## config.mk

```make
export PLATFORM = sky130hd
export DESIGN_NAME = bank_queue_ctrl
export DESIGN_NICKNAME = d
export VERILOG_FILES = /design/src/rtl/bank_queue_ctrl.sv
export SDC_FILE = /design/constraint.sdc
export NUM_CORES = 1
export LEC_CHECK = 0
export ABC_AREA = 1
export CAP_MARGIN = 20
export CELL_PAD_IN_SITES_DETAIL_PLACEMENT = 1
export CELL_PAD_IN_SITES_GLOBAL_PLACEMENT = 2
export CORE_UTILIZATION = 22
export DETAILED_ROUTE_END_ITERATION = 6
export PLACE_DENSITY = 0.76
export SYNTH_ARGS = -nofsm -noshare
export SYNTH_HDL_FRONTEND = slang
export SYNTH_SLANG_ARGS = --single-unit
```

## constraint.sdc

```tcl
create_clock -name clk -period 1.7 [get_ports clk]
set_clock_uncertainty 0.15 [all_clocks]
set_input_delay 0.34 -clock clk [delete_from_list [all_inputs] [get_ports clk]]
set_output_delay 0.34 -clock clk [all_outputs]
set_load 0.02 [all_outputs]
```

## src/rtl/bank_queue_ctrl.sv

```systemverilog
// Bank queue occupancy counter fed by two photocells, with a registered
// wait-time table lookup re-run whenever the occupancy or the teller count changes.
module bank_queue_ctrl #(
    parameter int CAP = 7
) (
    input  logic       clk,
    input  logic       reset,
    input  logic       enter_sensor,
    input  logic       exit_sensor,
    input  logic [1:0] tellers,
    output logic [7:0] rom_addr,
    input  logic [7:0] rom_data,
    output logic [2:0] pcount,
    output logic [7:0] wtime,
    output logic       wt_valid,
    output logic       full,
    output logic       empty,
    output logic       ovf_err,
    output logic       unf_err
);
    localparam logic [2:0] CAP_CNT = 3'(CAP);

    localparam logic [1:0] IDLE    = 2'd0;
    localparam logic [1:0] WAIT    = 2'd1;
    localparam logic [1:0] CAPTURE = 2'd2;

    logic       enter_p0, enter_p1, enter_p2;
    logic       exit_p0, exit_p1, exit_p2;
    logic       enter_edge, exit_edge;
    logic [2:0] pcount_nxt, pcount_d;
    logic       ovf_nxt, unf_nxt;
    logic [1:0] tellers_q, tellers_d;
    logic [1:0] state, state_nxt;
    logic       trig;

    // Sensor stage: two synchronizer flops, third flop holds the previous level
    always_ff @(posedge clk) begin
        if (reset) begin
            enter_p0 <= 1'b0;
            enter_p1 <= 1'b0;
            enter_p2 <= 1'b0;
            exit_p0  <= 1'b0;
            exit_p1  <= 1'b0;
            exit_p2  <= 1'b0;
        end else begin
            enter_p0 <= enter_sensor;
            enter_p1 <= enter_p0;
            enter_p2 <= enter_p1;
            exit_p0  <= exit_sensor;
            exit_p1  <= exit_p0;
            exit_p2  <= exit_p1;
        end
    end

    assign enter_edge = enter_p1 & ~enter_p2;
    assign exit_edge  = exit_p1 & ~exit_p2;
    assign full       = (pcount == CAP_CNT);
    assign empty      = (pcount == 3'd0);

    always_comb begin
        pcount_nxt = pcount;
        ovf_nxt    = 1'b0;
        unf_nxt    = 1'b0;
        case ({enter_edge, exit_edge})
            2'b10: if (full) ovf_nxt = 1'b1; else pcount_nxt = pcount + 3'd1;
            2'b01: if (empty) unf_nxt = 1'b1; else pcount_nxt = pcount - 3'd1;
            // Simultaneous edges cancel except at the two limits, where only the legal one applies
            2'b11: begin
                if (empty)     pcount_nxt = 3'd1;
                else if (full) pcount_nxt = CAP_CNT - 3'd1;
            end
            default: ;
        endcase
    end

    // Count stage: occupancy, error pulses and previous values for change detection
    always_ff @(posedge clk) begin
        if (reset) begin
            pcount    <= 3'd0;
            pcount_d  <= 3'd0;
            ovf_err   <= 1'b0;
            unf_err   <= 1'b0;
            tellers_q <= 2'd0;
            tellers_d <= 2'd0;
        end else begin
            pcount    <= pcount_nxt;
            pcount_d  <= pcount;
            ovf_err   <= ovf_nxt;
            unf_err   <= unf_nxt;
            tellers_q <= tellers;
            tellers_d <= tellers_q;
        end
    end

    assign trig     = (pcount != pcount_d) || (tellers_q != tellers_d);
    assign rom_addr = {2'b00, tellers_q, 1'b0, pcount};

    always_comb begin
        state_nxt = state;
        case (state)
            IDLE:    if (trig) state_nxt = WAIT;
            WAIT:    state_nxt = trig ? WAIT : CAPTURE;
            CAPTURE: state_nxt = trig ? WAIT : IDLE;
            default: state_nxt = IDLE;
        endcase
    end

    // Lookup stage: a trigger in WAIT or CAPTURE restarts, so a stale address is never captured
    always_ff @(posedge clk) begin
        if (reset) begin
            state    <= IDLE;
            wtime    <= 8'd0;
            wt_valid <= 1'b0;
        end else begin
            state    <= state_nxt;
            wt_valid <= 1'b0;
            if (state == CAPTURE && !trig) begin
                wtime    <= rom_data;
                wt_valid <= 1'b1;
            end
        end
    end
endmodule

```

==> run summary, run 1 <==
The flow ran to the end, and the final reports show no timing, DRC or antenna violations. For this run, the number of standard cells in the final layout without fillers is 305. The number of nets in the layout is 247. The post-route core utilization is 0.335. The global placement routability congestion came out at approximately 0.77.

In the final layout, the multi-input gates occupy about 540 um2. The number of vias in the routed layout came out at 1211. The largest net degree at the start of global routing came out at 12. After the first detailed-routing iteration, the DRC count stood at 57. The post-DP HPWL came out at ~2.5 mm. For this run, the register share of the synthesized area comes to 0.457. The hold violation total from the final report is 0.

STA puts the critical path data required time at 1.21 ns. In the global route stage, overall resource usage came out at 0.120. The number of sinks handled by clock tree synthesis is 29. The first-pass iteration count of the detailed router came out at 2. The synthesis-stage register bit count is 29. By area, the combinational part of the netlist is dominated by simple AND/OR/NAND/NOR gates. Summed over all instances, the cell type with the most area after synthesis is dfxtp_1.

The placement row count came out at 27. Counting the fill cells in the layout gives about 700. Setup repair after global routing could not meet its margin everywhere.

The number of antenna violations at the first check in global routing came out at 0. The number of different library cells in the post-synthesis netlist is 23. The cell area after layout is 1860 um2. The portion of synthesized cell area occupied by the leading cell type is 0.457. The area growth from synthesis to layout is 46.2%.

Using the TritonRoute via totals, the vias-per-cell ratio works out to 3.97. Leaving out fill and tap cells, the most frequent cells in the layout are nand2_1, nor2_1, inv_1, dfxtp_1, dlygate4sd2_1. The number of buffer cells added on primary ports came out at 34.

The area after detailed placement came out at 1750 um2. The number of antenna diodes in the final layout is 0. The number of enable flip-flop cells after synthesis came out at 0. The fraction of the mapped netlist area in adder cells came out at 0.0157.

The die height came out at 78.0 um. The worst setup path is captured at a primary output. The area share of and/or/nand/nor cells after synthesis came out at 0.346. The worst setup path is of the flip-flop to primary output kind. The highest achievable clock rate came out at between 600 and 700 MHz. The H-tree was split into 2 levels.

After synthesis, the cell types taking the most area are dfxtp_1, nand2_1, nor2_1. The via count of the first global-routing pass is 1213. The global-route congestion overflow total is 0. The die covers 6090 um2. The critical path arrival is 1.14 ns. The final-report setup violation count is 0. Leaving out fill and tap cells, the most frequent cell in the layout is nand2_1. The maximum VDD drop is 0.385 mV. Along the worst path, the maximum fanout reaches 4. The clock period minus final worst setup slack came out at 1.63 ns.

The netlist area before placement came out at 1270 um2. The post-layout total power came out at 0.00157 W. The leakage power of the design is 0.984 nW. Across the run, the number of max-cap violations was 0.

The TritonCTS clock tree is done. For this design the ratio of total power to cell area is 847 nW/um2. The area used by sequential logic in the layout is 586 um2. The primary flip-flop cell chosen by synthesis mapping is dfxtp_1. The number of instances in the synthesized netlist came out at ~180. The buffer levels on the longest clock path is 2. The accumulated negative setup slack is 0 ns. The remaining routing DRC violations came out at 0.

For this configuration, the core starts out at a cell density of 0.229. Of all flip-flops after synthesis, the portion carrying an async set or reset was 0. The synthesized area per cell is 6.91 um2. After detailed placement, the design holds a cell count of 296. The residual antenna-violating net count after detailed routing came out at 0. The compound-gate portion of the synthesized area is 0.00984. The placeable core region came out at 5540 um2. In the final layout, the share of cells above drive strength 1 is 0.189. The die boundary width came out at 78.0 um. The wire length of the first global-routing pass came out at 5.56 mm. The clock root buffer is clkbuf_8. Dividing the detail-routed wire length by the instance count gives ~10 um. The clock latency on the worst-skew pair is 0.28 ns. The final cycle utilization of the critical path is 0.958.

Clock-pin slew was measured on the worst setup and hold paths at 0.06 ns. The fraction of synthesized area in multiplexers is 0. Of the total synthesized cell area, the portion taken by XOR and XNOR cells is 0.0207. The aggregate routed wire length came out at 3.15 mm.

The kind of launch point of the worst setup path is a flip-flop. The worst hold path belongs to the class flip-flop to flip-flop. The number of ports placed on the die boundary is 38.

The number of clock buffers inserted by TritonCTS came out at 5. The final number of max-transition violations is 0. For this run, the number of Yosys warnings is 0.
[path summary, 6_finish.rpt]
check | from | slack, ns | depth (start not counted) | endpoint
worst min-delay path | exit_p0 | 0.26 | 2 | exit_p1
worst max register to register | exit_p2 | 0.09 | 9 | pcount[1]
worst min register to register | exit_p0 | 0.26 | 2 | exit_p1
worst max-delay path | pcount[2] | 0.07 | 4 | empty
[synthesized netlist by cell type (2+ instances only)]
master,count
buf_1,2
buf_4,6
dfxtp_1,29
inv_1,34
nand2_1,43
nand2_2,2
nand3_1,12
nor2_1,38
nor2_2,2
nor3_1,2
xnor2_1,2
[power breakdown]
part	internal, W	switching, W
Combinational	0.000138	0.000172
Sequential	0.000710	0.0000172
Clock	0.000290	0.000246
[final cells by class]
class / instances / share of cell area
Timing Repair Buffer: 48 / 0.233
Inverter: 35 / 0.0707
Multi-Input combinational cell: 113 / 0.290
Clock buffer: 8 / 0.0431
Tap cell: 72 / 0.0485
Sequential cell: 29 / 0.315
[what timing repair did]
action,in CTS,in global routing
setup buffers,0,1
gates resized for setup,25,16
pin swaps,1,4
endpoints found under the setup margin,19,8
hold buffers,0,0
[kinds of logic after synthesis]
| kind of cell | Yosys count |
|---|---|
| other cells | 1 |
| simple gates | 104 |
| fa+ha+maj | 1 |
| xor+xnor | 3 |
| flops | 29 |
| compound gates | 2 |
| buf+inv | 44 |
[registers in the layout (all words and copies together), names as in the netlist, 2 cells and up]
signal,cells
pcount_d,3
state,2
tellers_q,2
wtime,8
pcount,3
tellers_d,2
[per-layer routing]
metal  vias to the layer above  track usage  wire length, um
li1                        622            -                -
met1                       562        0.134             1370
met2                        21        0.208             1570
met3                         6       0.0407              152
met4                         0       0.0500               52
met5                         -            0                0
[per-stage QoR]
step | setup slack, ns | hold WS [ns]
4_1_cts | 0.00272 | 0.257
5_1_grt | -0.0303 | 0.286
2_1_floorplan | 0.0483 | 0.238
6_report | 0.0708 | 0.260
3_3_place_gp | -0.00612 | 0.240
3_5_place_dp | -0.0359 | 0.255
[worst max-delay path: stages, from the launching register on]
cell             delay (ns)
dfxtp_1                0.32
inv_1                  0.12
nand3_1                0.11
inv_1                  0.07
clkdlybuf4s15_2        0.25
Power figures use the tool's default switching activity.
==> run 2: changes to the inputs <==
--- a/config.mk
+++ b/config.mk
@@ -6,11 +6,12 @@
 export NUM_CORES = 1
 export LEC_CHECK = 0
 export ABC_AREA = 1
-export CAP_MARGIN = 20
+export CAP_MARGIN = 5
 export CELL_PAD_IN_SITES_DETAIL_PLACEMENT = 1
 export CELL_PAD_IN_SITES_GLOBAL_PLACEMENT = 2
 export CORE_UTILIZATION = 22
 export DETAILED_ROUTE_END_ITERATION = 6
+export HOLD_SLACK_MARGIN = 0.05
 export PLACE_DENSITY = 0.76
 export SYNTH_ARGS = -nofsm -noshare
 export SYNTH_HDL_FRONTEND = slang
==> results of run 2 <==
Final layout, timing and power as in run 1 (identical DEF).
==> run 3: changes to the inputs <==
--- a/config.mk
+++ b/config.mk
@@ -10,6 +10,7 @@
 export CELL_PAD_IN_SITES_DETAIL_PLACEMENT = 1
 export CELL_PAD_IN_SITES_GLOBAL_PLACEMENT = 2
 export CORE_UTILIZATION = 22
+export CTS_CLUSTER_DIAMETER = 80
 export DETAILED_ROUTE_END_ITERATION = 6
 export HOLD_SLACK_MARGIN = 0.05
 export PLACE_DENSITY = 0.76
==> results of run 3 <==
Final layout, timing and power as in run 1 (identical DEF).
